===== src/rtl/data_mem_arbiter_pkg.sv =====
// Shared encodings for the data-memory arbiter and the MEM-stage width controller.
package data_mem_arbiter_pkg;

   typedef enum logic [1:0] {
      ST_IDLE    = 2'd0,
      ST_FORCE   = 2'd1,
      ST_DBG_RSP = 2'd2
   } arb_state_e;

   localparam logic [2:0] SIZE_WORD = 3'b100;
   localparam logic [2:0] SIZE_HALF = 3'b010;
   localparam logic [2:0] SIZE_BYTE = 3'b001;

   // Keeps only the low lanes belonging to an access of the given size.
   function automatic logic [31:0] sizeMask(input logic [2:0] size);
      logic [31:0] mask;
      case (size)
         SIZE_WORD: mask = 32'hFFFF_FFFF;
         SIZE_HALF: mask = 32'h0000_FFFF;
         SIZE_BYTE: mask = 32'h0000_00FF;
         default:   mask = 32'h0000_0000;
      endcase
      return mask;
   endfunction

endpackage


===== src/rtl/data_mem_arbiter_if.sv =====
// Bundles the CPU MEM-stage, debug-read and BRAM signals around the arbiter.
interface data_mem_arbiter_if #(
   parameter int NB_DATA = 32,
   parameter int NB_ADDR = 9
);
   logic               cpu_mem_read;
   logic               cpu_mem_write;
   logic [2:0]         cpu_size;
   logic [NB_ADDR-1:0] cpu_addr;
   logic [NB_DATA-1:0] cpu_wdata;
   logic [NB_DATA-1:0] cpu_rdata;
   logic               cpu_stall;
   logic               cpu_misalign;
   logic               dbg_req;
   logic [NB_ADDR-1:0] dbg_addr;
   logic               dbg_ack;
   logic [NB_DATA-1:0] dbg_rdata;
   logic               mem_en;
   logic [3:0]         mem_we;
   logic [NB_ADDR-3:0] mem_addr;
   logic [NB_DATA-1:0] mem_wdata;
   logic [NB_DATA-1:0] mem_rdata;

   modport slave (
      input  cpu_mem_read, cpu_mem_write, cpu_size, cpu_addr, cpu_wdata,
      output cpu_rdata, cpu_stall, cpu_misalign,
      input  dbg_req, dbg_addr,
      output dbg_ack, dbg_rdata,
      output mem_en, mem_we, mem_addr, mem_wdata,
      input  mem_rdata
   );

   modport master (
      output cpu_mem_read, cpu_mem_write, cpu_size, cpu_addr, cpu_wdata,
      input  cpu_rdata, cpu_stall, cpu_misalign,
      output dbg_req, dbg_addr,
      input  dbg_ack, dbg_rdata,
      input  mem_en, mem_we, mem_addr, mem_wdata,
      output mem_rdata
   );
endinterface


===== src/rtl/data_mem_arbiter_mem_lane_steer.sv =====
// Byte-enable generation and write-lane steering for one CPU access.
module mem_lane_steer
   import data_mem_arbiter_pkg::*;
#(
   parameter int NB_DATA = 32
) (
   input  logic [2:0]         size_i,
   input  logic [1:0]         lo_i,
   input  logic [NB_DATA-1:0] wdata_i,
   output logic [3:0]         we_o,
   output logic [NB_DATA-1:0] wdata_o,
   output logic               misalign_o,
   output logic               legal_o
);

   // legal_o marks a recognised, aligned size; unknown size codes are neither legal nor misaligned.
   always_comb begin
      we_o       = 4'b0000;
      misalign_o = 1'b0;
      legal_o    = 1'b0;
      case (size_i)
         SIZE_BYTE: begin
            we_o    = 4'b0001 << lo_i;
            legal_o = 1'b1;
         end
         SIZE_HALF: begin
            if (lo_i[0]) begin
               misalign_o = 1'b1;
            end else begin
               we_o    = 4'b0011 << {lo_i[1], 1'b0};
               legal_o = 1'b1;
            end
         end
         SIZE_WORD: begin
            if (lo_i != 2'b00) begin
               misalign_o = 1'b1;
            end else begin
               we_o    = 4'b1111;
               legal_o = 1'b1;
            end
         end
         default: begin
            we_o = 4'b0000;
         end
      endcase
   end

   assign wdata_o = wdata_i << {lo_i, 3'b000};

endmodule


===== src/rtl/data_mem_arbiter.sv =====
// Shares the data BRAM between the MEM stage (priority) and the read-only debug unit,
// forcing a one-cycle CPU stall when a debug read has been starved for MAX_WAIT cycles.
module data_mem_arbiter
   import data_mem_arbiter_pkg::*;
#(
   parameter int NB_DATA  = 32,
   parameter int NB_ADDR  = 9,
   parameter int MAX_WAIT = 4,
   parameter int NB_WAIT  = 3
) (
   input  logic          i_clock,
   input  logic          i_reset,
   data_mem_arbiter_if.slave bus
);

   arb_state_e         state_q, state_d;
   logic [NB_WAIT-1:0] waitCnt_q, waitCnt_d;
   logic               dbgAck_q, dbgAck_d;
   logic [NB_DATA-1:0] dbgRdata_q, dbgRdata_d;
   logic [1:0]         rdLo_q, rdLo_d;
   logic [2:0]         rdSize_q, rdSize_d;

   logic [3:0]         steerWe;
   logic [NB_DATA-1:0] steerWdata;
   logic               steerMisalign;
   logic               steerLegal;

   logic               cpuReq;
   logic               cpuAccess;
   logic               dbgPending;
   logic               cpuGrant;
   logic               memEn;
   logic [3:0]         memWe;
   logic [NB_ADDR-3:0] memAddr;
   logic [NB_DATA-1:0] memWdata;
   logic               cpuStall;
   logic               unusedDbgLo;

   mem_lane_steer #(.NB_DATA(NB_DATA)) u_steer (
      .size_i     (bus.cpu_size),
      .lo_i       (bus.cpu_addr[1:0]),
      .wdata_i    (bus.cpu_wdata),
      .we_o       (steerWe),
      .wdata_o    (steerWdata),
      .misalign_o (steerMisalign),
      .legal_o    (steerLegal)
   );

   assign cpuReq      = bus.cpu_mem_read | bus.cpu_mem_write;
   assign cpuAccess   = cpuReq & steerLegal & ~steerMisalign;
   assign dbgPending  = bus.dbg_req & ~dbgAck_q;
   assign unusedDbgLo = ^bus.dbg_addr[1:0];

   // Debug reads only get the BRAM when the CPU is idle, or in the forced slot after starvation.
   always_comb begin
      state_d    = state_q;
      waitCnt_d  = waitCnt_q;
      dbgAck_d   = 1'b0;
      dbgRdata_d = dbgRdata_q;
      rdLo_d     = 2'b00;
      rdSize_d   = 3'b000;
      cpuGrant   = 1'b0;
      cpuStall   = 1'b0;
      memEn      = 1'b0;
      memWe      = 4'b0000;
      memAddr    = '0;
      memWdata   = '0;
      case (state_q)
         ST_IDLE: begin
            if (cpuAccess) begin
               cpuGrant = 1'b1;
               if (dbgPending) begin
                  waitCnt_d = waitCnt_q + 1'b1;
                  if (waitCnt_q == NB_WAIT'(MAX_WAIT - 1)) begin
                     state_d = ST_FORCE;
                  end
               end
            end else if (dbgPending) begin
               memEn     = 1'b1;
               memAddr   = bus.dbg_addr[NB_ADDR-1:2];
               state_d   = ST_DBG_RSP;
               waitCnt_d = '0;
            end
         end
         ST_FORCE: begin
            cpuStall  = 1'b1;
            memEn     = 1'b1;
            memAddr   = bus.dbg_addr[NB_ADDR-1:2];
            state_d   = ST_DBG_RSP;
            waitCnt_d = '0;
         end
         ST_DBG_RSP: begin
            dbgRdata_d = bus.mem_rdata;
            dbgAck_d   = 1'b1;
            cpuGrant   = cpuAccess;
            state_d    = ST_IDLE;
         end
         default: begin
            state_d = ST_IDLE;
         end
      endcase

      if (cpuGrant) begin
         memEn    = 1'b1;
         memAddr  = bus.cpu_addr[NB_ADDR-1:2];
         memWe    = bus.cpu_mem_write ? steerWe : 4'b0000;
         memWdata = steerWdata;
         if (bus.cpu_mem_read) begin
            rdLo_d   = bus.cpu_addr[1:0];
            rdSize_d = bus.cpu_size;
         end
      end
   end

   // A reset mid-transaction drops the debug read silently; the debug unit reissues it.
   always_ff @(posedge i_clock) begin
      if (i_reset) begin
         state_q    <= ST_IDLE;
         waitCnt_q  <= '0;
         dbgAck_q   <= 1'b0;
         dbgRdata_q <= '0;
         rdLo_q     <= 2'b00;
         rdSize_q   <= 3'b000;
      end else begin
         state_q    <= state_d;
         waitCnt_q  <= waitCnt_d;
         dbgAck_q   <= dbgAck_d;
         dbgRdata_q <= dbgRdata_d;
         rdLo_q     <= rdLo_d;
         rdSize_q   <= rdSize_d;
      end
   end

   assign bus.cpu_rdata    = (bus.mem_rdata >> {rdLo_q, 3'b000}) & sizeMask(rdSize_q);
   assign bus.cpu_stall    = cpuStall;
   assign bus.cpu_misalign = cpuReq & steerMisalign;
   assign bus.dbg_ack      = dbgAck_q;
   assign bus.dbg_rdata    = dbgRdata_q;
   assign bus.mem_en       = memEn;
   assign bus.mem_we       = memWe;
   assign bus.mem_addr     = memAddr;
   assign bus.mem_wdata    = memWdata;

endmodule


===== src/flat_wrapper.sv =====
// flat-port wrapper written by rule: the top's interface ports become plain ports
module data_mem_arbiter_flat import data_mem_arbiter_pkg::*;
#(
   parameter int NB_DATA  = 32,
   parameter int NB_ADDR  = 9,
   parameter int MAX_WAIT = 4,
   parameter int NB_WAIT  = 3
)
  (i_clock, i_reset, bus_cpu_mem_read, bus_cpu_mem_write, bus_cpu_size, bus_cpu_addr, bus_cpu_wdata, bus_cpu_rdata, bus_cpu_stall, bus_cpu_misalign, bus_dbg_req, bus_dbg_addr, bus_dbg_ack, bus_dbg_rdata, bus_mem_en, bus_mem_we, bus_mem_addr, bus_mem_wdata, bus_mem_rdata);
  data_mem_arbiter_if #(.NB_DATA(NB_DATA), .NB_ADDR(NB_ADDR)) bus_i ();
  input  logic i_clock;
  input  logic i_reset;
  input wire logic [$bits(bus_i.cpu_mem_read)-1:0] bus_cpu_mem_read;
  input wire logic [$bits(bus_i.cpu_mem_write)-1:0] bus_cpu_mem_write;
  input wire logic [$bits(bus_i.cpu_size)-1:0] bus_cpu_size;
  input wire logic [$bits(bus_i.cpu_addr)-1:0] bus_cpu_addr;
  input wire logic [$bits(bus_i.cpu_wdata)-1:0] bus_cpu_wdata;
  output wire logic [$bits(bus_i.cpu_rdata)-1:0] bus_cpu_rdata;
  output wire logic [$bits(bus_i.cpu_stall)-1:0] bus_cpu_stall;
  output wire logic [$bits(bus_i.cpu_misalign)-1:0] bus_cpu_misalign;
  input wire logic [$bits(bus_i.dbg_req)-1:0] bus_dbg_req;
  input wire logic [$bits(bus_i.dbg_addr)-1:0] bus_dbg_addr;
  output wire logic [$bits(bus_i.dbg_ack)-1:0] bus_dbg_ack;
  output wire logic [$bits(bus_i.dbg_rdata)-1:0] bus_dbg_rdata;
  output wire logic [$bits(bus_i.mem_en)-1:0] bus_mem_en;
  output wire logic [$bits(bus_i.mem_we)-1:0] bus_mem_we;
  output wire logic [$bits(bus_i.mem_addr)-1:0] bus_mem_addr;
  output wire logic [$bits(bus_i.mem_wdata)-1:0] bus_mem_wdata;
  input wire logic [$bits(bus_i.mem_rdata)-1:0] bus_mem_rdata;
  assign bus_i.cpu_mem_read = bus_cpu_mem_read;
  assign bus_i.cpu_mem_write = bus_cpu_mem_write;
  assign bus_i.cpu_size = bus_cpu_size;
  assign bus_i.cpu_addr = bus_cpu_addr;
  assign bus_i.cpu_wdata = bus_cpu_wdata;
  assign bus_cpu_rdata = bus_i.cpu_rdata;
  assign bus_cpu_stall = bus_i.cpu_stall;
  assign bus_cpu_misalign = bus_i.cpu_misalign;
  assign bus_i.dbg_req = bus_dbg_req;
  assign bus_i.dbg_addr = bus_dbg_addr;
  assign bus_dbg_ack = bus_i.dbg_ack;
  assign bus_dbg_rdata = bus_i.dbg_rdata;
  assign bus_mem_en = bus_i.mem_en;
  assign bus_mem_we = bus_i.mem_we;
  assign bus_mem_addr = bus_i.mem_addr;
  assign bus_mem_wdata = bus_i.mem_wdata;
  assign bus_i.mem_rdata = bus_mem_rdata;
  data_mem_arbiter #(.NB_DATA(NB_DATA), .NB_ADDR(NB_ADDR), .MAX_WAIT(MAX_WAIT), .NB_WAIT(NB_WAIT)) u_core (.i_clock(i_clock), .i_reset(i_reset), .bus(bus_i));
endmodule

===== config.mk =====
export PLATFORM = sky130hd
export DESIGN_NAME = data_mem_arbiter_flat
export DESIGN_NICKNAME = d
export VERILOG_FILES = /design/src/rtl/data_mem_arbiter_pkg.sv /design/src/rtl/data_mem_arbiter_if.sv /design/src/rtl/data_mem_arbiter_mem_lane_steer.sv /design/src/rtl/data_mem_arbiter.sv /design/src/flat_wrapper.sv
export SDC_FILE = /design/constraint.sdc
export NUM_CORES = 1
export LEC_CHECK = 0
export CAP_MARGIN = 25
export CELL_PAD_IN_SITES_DETAIL_PLACEMENT = 0
export CELL_PAD_IN_SITES_GLOBAL_PLACEMENT = 1
export CORE_ASPECT_RATIO = 1.5
export CORE_UTILIZATION = 25
export DETAILED_ROUTE_END_ITERATION = 6
export GPL_TIMING_DRIVEN = 0
export PLACE_DENSITY = 0.83
export SLEW_MARGIN = 20
export SYNTH_ARGS = -nofsm -noshare
export SYNTH_HDL_FRONTEND = slang
export SYNTH_SLANG_ARGS = --single-unit

===== constraint.sdc =====
create_clock -name i_clock -period 3 [get_ports i_clock]
set_input_delay 0.6 -clock i_clock [delete_from_list [all_inputs] [get_ports i_clock]]
set_output_delay 0.6 -clock i_clock [all_outputs]
set_load 0.02 [all_outputs]

==> results of run 1 <==
[Yosys cell counts]
cell and n:
sky130_fd_sc_hd__o32ai_1 1, sky130_fd_sc_hd__a211oi_2 8, sky130_fd_sc_hd__buf_2 3, sky130_fd_sc_hd__xor2_1 1, sky130_fd_sc_hd__ha_1 2, sky130_fd_sc_hd__nor2_1 49
sky130_fd_sc_hd__mux2i_1 39, sky130_fd_sc_hd__nand2b_1 6, sky130_fd_sc_hd__nor3b_1 1, sky130_fd_sc_hd__a31oi_1 1, sky130_fd_sc_hd__nor4b_4 1, sky130_fd_sc_hd__or4_1 1
sky130_fd_sc_hd__a21oi_1 52, sky130_fd_sc_hd__o21bai_1 1, sky130_fd_sc_hd__or2b_1 1, sky130_fd_sc_hd__a211oi_1 24, sky130_fd_sc_hd__buf_6 4, sky130_fd_sc_hd__o22a_1 1
sky130_fd_sc_hd__or4b_2 1, sky130_fd_sc_hd__nor4b_1 2, sky130_fd_sc_hd__nand3b_1 3, sky130_fd_sc_hd__a21boi_1 1, sky130_fd_sc_hd__dfxtp_1 43, sky130_fd_sc_hd__nor3b_2 1
sky130_fd_sc_hd__o41ai_2 3, sky130_fd_sc_hd__and4b_1 1, sky130_fd_sc_hd__nor3_2 5, sky130_fd_sc_hd__inv_1 12, sky130_fd_sc_hd__nor3_1 9, sky130_fd_sc_hd__nor4_4 1
sky130_fd_sc_hd__clkbuf_1 27, sky130_fd_sc_hd__and2_1 16, sky130_fd_sc_hd__nand2_1 78, sky130_fd_sc_hd__xnor2_1 1, sky130_fd_sc_hd__nor2b_1 20, sky130_fd_sc_hd__or3_1 1
sky130_fd_sc_hd__buf_1 3, sky130_fd_sc_hd__o21ba_2 1, sky130_fd_sc_hd__or3b_2 1
[worst min-delay path by stage]
| stage | depth (start not counted) | to | slack, ns |
|---|---|---|---|
| 3_5_place_dp | 2 | u_core.bus.dbg_rdata[22] | 0.45 |
| 6_report | 2 | u_core.bus.dbg_rdata[16] | 0.46 |
| 4_1_cts | 2 | u_core.bus.dbg_rdata[22] | 0.46 |
| 3_3_place_gp | 2 | u_core.bus.dbg_rdata[23] | 0.44 |
| 2_1_floorplan | 1 | u_core.waitCnt_q[0] | 0.47 |
| 5_1_grt | 2 | u_core.bus.dbg_rdata[22] | 0.47 |
[worst max-delay path, delay by kind of cell]
family	cells	cell delay [ns]
XOR/XNOR	1	0.17
AO/OA/AOI/OAI	1	0.07
AND/OR/NAND/NOR	2	0.74
buffers and inverters	5	0.76
[flip-flops by register name, indices dropped and copies added, names as in the netlist]
name,flops
u_core.waitCnt_q,3
u_core.rdLo_q,2
u_core.bus.dbg_rdata,32
u_core.rdSize_q,3
u_core.bus.dbg_ack,1
u_core.state_q,2
[power by group through the flow]
stage | logic [mW] | registers, mW | clock network (mW)
after floorplan | 0.284 | 0.648 | 0
after global placement | 0.633 | 0.623 | 0
after detailed placement | 0.639 | 0.624 | 0
after CTS | 0.654 | 0.612 | 0.594
after global routing | 0.709 | 0.615 | 0.625
final | 0.662 | 0.612 | 0.576
[kinds of logic after synthesis]
family                   Yosys count
AND/OR/NAND/NOR                  198
AO/OA/AOI/OAI                     93
buffers and inverters             49
flip-flops                        43
multiplexers                      39
XOR/XNOR                           2
adder cells (fa/ha/maj)            2
[metal layers]
layer,part of all wire,global-route usage
met5,0,0
met4,0.026,0.0785
met3,0.082,0.0508
met2,0.53,0.387
met1,0.36,0.213
[timing repair]
item                                    in CTS  in global routing
endpoints found under the setup margin      77                 33
buffers inserted                             8                  0
cloned                                       1                  0
pin swaps                                    6                  3
gates resized for setup                    200                 28
[area by class of cell]
class / instances / area [sq um] / area share
clock inverters: 2 / 16.3 / 0.00293
flip-flops and latches: 43 / 861 / 0.155
well taps: 153 / 191 / 0.0345
inverters: 12 / 45.0 / 0.00811
repair buffers: 205 / 1910 / 0.343
plain buffers: 34 / 214 / 0.0385
multi-input cells: 334 / 2180 / 0.393
clock buffers: 6 / 139 / 0.0250
[metrics by stage]
step / std cells / worst slack (ns) / hold slack, ns / setup TNS, ns
final: 789 / 0.0458 / 0.456 / 0
after global routing: 789 / -0.0234 / 0.468 / -0.0485
after CTS: 790 / -0.00227 / 0.457 / -0.00227
after detailed placement: 775 / -1.00 / 0.447 / -37.71
after global placement: 775 / -1.06 / 0.442 / -39.69
after floorplan: 426 / 0.0258 / 0.470 / 0
==> impl_metrics.sql, run 1 <==
INSERT INTO impl_metrics (metric_group, metric, value, unit) VALUES
('status', 'run_status', 'finished, final reports clean', ''),
('grt', 'grt_pass1_wl', '20.9', 'mm'),
('timing', 'timing_worst_slew_pin_value', '0.782', 'ns'),
('floorplan', 'io_pins', '201', ''),
('synthesis', 'post_synth_xor_xnor_area', '0.00558', ''),
('power_and_ir_drop', 'share_clk_of_total_power', '0.311', ''),
('synthesis', 'synth.net_count', '518', ''),
('placed_design', 'dp_hpwl', '10.6', 'mm'),
('worst_hold_path', 'hold_wc_path_type', 'flip-flop to flip-flop', ''),
('final_layout', 'layout_common_cells', '148 x sky130_fd_sc_hd__clkdlybuf4s50_1, 78 x sky130_fd_sc_hd__nand2_1, 52 x sky130_fd_sc_hd__a21oi_1', ''),
('critical_path', 'reg2reg_from', 'u_core.state_q[0]', ''),
('drt', 'drt_iter0_markers', '104', ''),
('drt', 'drc', '0', ''),
('final_layout', 'final.fill_count', '1272', ''),
('floorplan', 'die-height', '139', 'um'),
('drt', 'detailroute.via_count', '3795', ''),
('final_layout', 'antenna_cells_inserted', '0', ''),
('job', 'max_cap_viol_count', '0', ''),
('clock_tree', 'cts.path.max_buffers', '2', ''),
('synthesis', 'synth.yosys.seq_area_share', '0.274', ''),
('timing', 'final_min_period_over_clock_period', '0.985', ''),
('final_layout', 'most_frequent_standard_cell_in_the_layout_excluding_fill_and_tap_cells', 'sky130_fd_sc_hd__clkdlybuf4s50_1', ''),
('critical_path', 'r2r_setup_slack', '1.37', 'ns'),
('grt', 'first_global_vias', '4020', ''),
('grt', 'grt_overflow_total', '0', ''),
('synthesis', 'yosys_register_bits', '43', ''),
('critical_path', 'max_stage_delay', '0.53', 'ns'),
('synthesis', 'synth.yosys.warnings', '0', ''),
('floorplan', 'die_area', '13000', 'sq um'),
('synthesis', 'yosys.area_share.simple', '0.315', ''),
('power_and_ir_drop', 'netSwitchingFraction', '0.327', ''),
('final_layout', 'utilization_after_layout', '0.458', ''),
('synthesis', 'multiplexer_fraction_of_the_synthesized_cell_area', '0.124', ''),
('synthesis', 'combinational_family_with_the_most_area_after_synthesis', 'simple AND/OR/NAND/NOR gates', ''),
('synthesis', 'netlist_area_before_placement', '3140', 'sq um'),
('drt', 'post_drt_via_cell_ratio', '4.81', ''),
('timing', 'setup_repair_after_global_routing_missed_its_margin', 'yes', ''),
('timing', 'timing_max_transition_violations_final', '0', ''),
('critical_path', 'worstPathMaxFanout', '10', ''),
('synthesis', 'cells_after_synth', '426', ''),
('clock_tree', 'clkSinkCount', '43', ''),
('timing', 'slew_headroom', '0.479', ''),
('drt', 'drt_first_pass_iters', '5', ''),
('critical_path', 'endpoint', 'bus_mem_we[2]', ''),
('power_and_ir_drop', 'p_switching', '0.606', 'mW'),
('synthesis', 'adder_cell_fraction_of_synth_area', '0.00797', ''),
('timing', 'fin_skew', '0.00509', 'ns'),
('critical_path', 'cp_data_arrival_time', '2.35', 'ns'),
('clock_tree', 'clock_latency', '0.30', 'ns'),
('drt', 'drtAntennaViolNets', '0', ''),
('critical_path', 'criticalPathCategory', 'input port to output port', ''),
('timing', 'finalHoldViolations', '0', ''),
('timing', 'setup_viol', '0', ''),
('timing', 'period_needed', '2.95', 'ns'),
('clock_tree', 'clk_pin_slew_worst_paths', '0.07', 'ns'),
('placed_design', 'postPlaceCellArea', '5300', 'sq um'),
('clock_tree', 'cts_inserted_buffers', '5', ''),
('final_layout', 'layout.nets', '727', ''),
('grt', 'groute.usage.overall', '0.206', ''),
('grt', 'antenna_found_initial', '0', ''),
('critical_path', 'reg2regPathDepth', '4', ''),
('clock_tree', 'cts.root.buffer_cell', 'sky130_fd_sc_hd__clkbuf_16', ''),
('synthesis', 'synth_compound_area_frac', '0.203', ''),
('power_and_ir_drop', 'seq_power_share', '0.331', ''),
('power_and_ir_drop', 'vdd_ir_drop_max', '0.207', 'mV'),
('clock_tree', 'cts_tree', 'built', ''),
('clock_tree', 'ctsHtreeMaxLevel', '2', ''),
('placed_design', 'place.port_buffers', '196', ''),
('critical_path', 'list_of_cells_traversed_by_the_critical_path', 'buf_6, xnor2_4, buf_4, o32ai_2, or4_4, buf_12, buf_12, nor4b_4, buf_4', ''),
('critical_path', 'timing.critical_path.from', 'bus_cpu_size[1]', ''),
('final_layout', 'syn2layout_area_growth', '76.9', '%');
(Power assumes the default switching activity.)
==> run 2: changes to the inputs <==
- CTS_CLUSTER_SIZE: not set -> 25
- REMOVE_ABC_BUFFERS: not set -> 1
- clock period: 3 -> 3.3 ns (I/O delays scaled with it)
==> run 2 against run 1 <==
Critical endpoint is now bus_mem_wdata[5]. Final cell count down 3.2%. Routed wire length down 11%. Largest cell class is now buffers. Largest power group unchanged. Final area up 0.25%. Critical path type unchanged.
==> impl_metrics.sql, run 2 (same netlist as run 1, synthesis figures left out) <==
INSERT INTO impl_metrics (metric_group, metric, value, unit) VALUES
('status', 'run_status', 'finished, final reports clean', ''),
('floorplan', 'die_area', '13000', 'sq um'),
('worst_hold_path', 'min_to', 'u_core.bus.dbg_rdata[2]', ''),
('drt', 'drtAntennaViolNets', '0', ''),
('clock_tree', 'clkSinkCount', '43', ''),
('critical_path', 'crit_path_end_kind', 'output port', ''),
('timing', 'slew_headroom', '0.521', ''),
('grt', 'grt_pass1_wl', '18.5', 'mm'),
('timing', 'timing_worst_slew_pin_value', '0.715', 'ns'),
('clock_tree', 'clock_latency', '0.28', 'ns'),
('final_layout', 'finish.instance_area', '5570', 'sq um'),
('timing', 'setup_viol', '0', ''),
('floorplan', 'row_count', '49', ''),
('floorplan', 'start_util', '0.259', ''),
('grt', 'grt_overflow_total', '0', ''),
('timing', 'finalHoldViolations', '0', ''),
('timing', 'timing_max_transition_violations_final', '0', ''),
('clock_tree', 'cts.path.max_buffers', '2', ''),
('critical_path', 'cp_data_arrival_time', '2.59', 'ns'),
('clock_tree', 'ctsHtreeMaxLevel', '2', ''),
('final_layout', 'largest_register_ffs', '32', ''),
('placed_design', 'postPlaceCellArea', '5250', 'sq um'),
('clock_tree', 'cts_inserted_buffers', '5', ''),
('critical_path', 'regToRegEndpoint', 'u_core.waitCnt_q[2]', ''),
('critical_path', 'critical-path-slowest-cell', 'sky130_fd_sc_hd__clkdlybuf4s50_1', ''),
('placed_design', 'place.gp.congestion', '0.752', ''),
('placed_design', 'pre_cts_ws', '-1.21', 'ns'),
('clock_tree', 'cts.root.buffer_cell', 'sky130_fd_sc_hd__clkbuf_16', ''),
('power_and_ir_drop', 'leakage', '2.25', 'nW'),
('final_layout', 'final.fill_count', '1218', ''),
('critical_path', 'reg2regPathDepth', '4', ''),
('worst_hold_path', 'whs_path_depth', '2', ''),
('power_and_ir_drop', 'power.density', '299', 'nW/um^2'),
('clock_tree', 'hold_buffers', '0', ''),
('drt', 'post_drt_via_cell_ratio', '4.87', ''),
('power_and_ir_drop', 'vdd_ir_drop_max', '0.216', 'mV'),
('floorplan', 'core', '12100', 'sq um'),
('grt', 'grt_start_max_net_pins', '38', ''),
('critical_path', 'r2r_setup_slack', '1.51', 'ns'),
('final_layout', 'layout_common_cells', '147 x sky130_fd_sc_hd__clkdlybuf4s50_1, 77 x sky130_fd_sc_hd__nand2_1, 52 x sky130_fd_sc_hd__a21oi_1', ''),
('floorplan', 'die-height', '139', 'um'),
('timing', 'finalSetupTns', '0', 'ns'),
('grt', 'antenna_found_initial', '0', ''),
('final_layout', 'layout.nets', '702', ''),
('critical_path', 'criticalPathCategory', 'input port to output port', ''),
('timing', 'fin_worst_hold_slack', '0.455', 'ns'),
('floorplan', 'io_pins', '201', ''),
('placed_design', 'dp_hpwl', '8.68', 'mm'),
('critical_path', 'max_stage_delay', '0.60', 'ns'),
('critical_path', 'timing.critical_path.from_type', 'input port', ''),
('drt', 'drt_first_pass_iters', '4', ''),
('final_layout', 'antenna_cells_inserted', '0', ''),
('placed_design', 'place.port_buffers', '198', ''),
('drt', 'drt_iter0_markers', '89', ''),
('worst_hold_path', 'hold_wc_path_type', 'flip-flop to flip-flop', ''),
('final_layout', 'most_frequent_standard_cell_in_the_layout_excluding_fill_and_tap_cells', 'sky130_fd_sc_hd__clkdlybuf4s50_1', ''),
('critical_path', 'worst-endpoint-required', '2.64', 'ns'),
('drt', 'detailroute.via_count', '3722', ''),
('critical_path', 'worst-path-buf-inv', '3', ''),
('critical_path', 'reg2reg_from', 'u_core.state_q[0]', ''),
('final_layout', 'syn2layout_area_growth', '77.4', '%'),
('drt', 'postRouteWirelength', '11.9', 'mm'),
('worst_hold_path', 'hold_path_startpoint', 'u_core.bus.dbg_rdata[2]', ''),
('grt', 'groute.usage.overall', '0.179', ''),
('drt', 'routedWlPerCell', '15.6', 'um'),
('timing', 'final_min_period_over_clock_period', '0.986', ''),
('job', 'max_cap_viol_count', '0', ''),
('timing', 'fin_skew', '0.00595', 'ns'),
('timing', 'timing.fmax', '0.307', 'GHz'),
('final_layout', 'drive_above_1_share', '0.155', ''),
('drt', 'drc', '0', ''),
('floorplan', 'die_x', '93.5', 'um'),
('critical_path', 'worstPathMaxFanout', '8', ''),
('clock_tree', 'clk_pin_slew_worst_paths', '0.06', 'ns'),
('timing', 'period_needed', '3.25', 'ns'),
('critical_path', 'worst_path_dominant_cell_family', 'buffers and inverters', ''),
('timing', 'finalWorstSetupSlack', '0.0455', 'ns'),
('grt', 'first_global_vias', '3750', ''),
('clock_tree', 'cts_tree', 'built', ''),
('critical_path', 'list_of_cells_traversed_by_the_critical_path', 'clkdlybuf4s15_2, xnor2_2, o22a_2, nor4b_4, buf_4, and2_1, clkdlybuf4s50_1', '');
[run 2: cell types whose count changed in the layout (fill, tap and decap cells not counted), moves of 5 or more]
cell                              change
sky130_fd_sc_hd__buf_6                -5
sky130_fd_sc_hd__buf_4                -7
sky130_fd_sc_hd__clkbuf_2             -7
sky130_fd_sc_hd__buf_2               -14
sky130_fd_sc_hd__clkbuf_1            -15
sky130_fd_sc_hd__clkdlybuf4s15_2     +15
[run 2: how the worst max path moves through the flow]
stage	start	slack, ns	endpoint	cells past startpoint
2_1_floorplan	bus_cpu_size[2]	-0.51	bus_mem_we[1]	4
3_3_place_gp	bus_cpu_addr[1]	-2.64	bus_mem_addr[2]	6
3_5_place_dp	bus_cpu_size[1]	-1.21	bus_mem_wdata[11]	7
4_1_cts	bus_cpu_size[2]	0.007	bus_mem_wdata[14]	8
5_1_grt	bus_cpu_mem_write	-0.003	bus_mem_wdata[9]	6
6_report	bus_cpu_size[2]	0.05	bus_mem_wdata[5]	7
[run 2: tightest hold or removal path: cells and delay by family (launching register included)]
kind             cells  cell delay, ns
AO/OA/AOI/OAI        1            0.05
AND/OR/NAND/NOR      1            0.05
flip-flops           1            0.31
[run 2: power breakdown]
| group | internal, mW | total, mW | switching [mW] |
|---|---|---|---|
| sequential | 0.542 | 0.559 | 0.0170 |
| clock | 0.322 | 0.526 | 0.204 |
| combinational | 0.288 | 0.581 | 0.293 |
| total | 1.15 | 1.67 | 0.514 |
[run 2: repair_timing]
action / in CTS / in global routing
gates resized for setup: 137 / 18
pin swaps: 6 / 1
cloned: 2 / 0
setup buffers: 9 / 0
endpoints found under the hold margin: 0 / 0
endpoints found under the setup margin: 75 / 31
[run 2: cell type report]
cell class                      instances  area, sq um  share of cell area
Multi-Input combinational cell        335         2150               0.385
Sequential cell                        43          866               0.156
Tap cell                              153          191              0.0344
Timing Repair Buffer                  213         2160               0.388
Clock inverter                          1         7.51             0.00135
Clock buffer                            7          153              0.0274
Inverter                               12         45.0             0.00809
[run 2: routing by layer]
metal  vias up  track usage  share of wire
li1       1826            -              -
met1      1708        0.180           0.37
met2       173        0.348           0.52
met3        15       0.0497          0.086
met4         0       0.0534          0.017
met5         -            0              0
[run 2: stage by stage]
| step | total power [mW] | cells | utilization |
|---|---|---|---|
| 4_1_cts | 1.69 | 764 | 0.456 |
| 3_3_place_gp | 1.11 | 740 | 0.423 |
| 6_report | 1.67 | 764 | 0.459 |
| 3_5_place_dp | 1.13 | 745 | 0.433 |
| 2_1_floorplan | 0.810 | 389 | - |
| 5_1_grt | 1.75 | 764 | 0.459 |
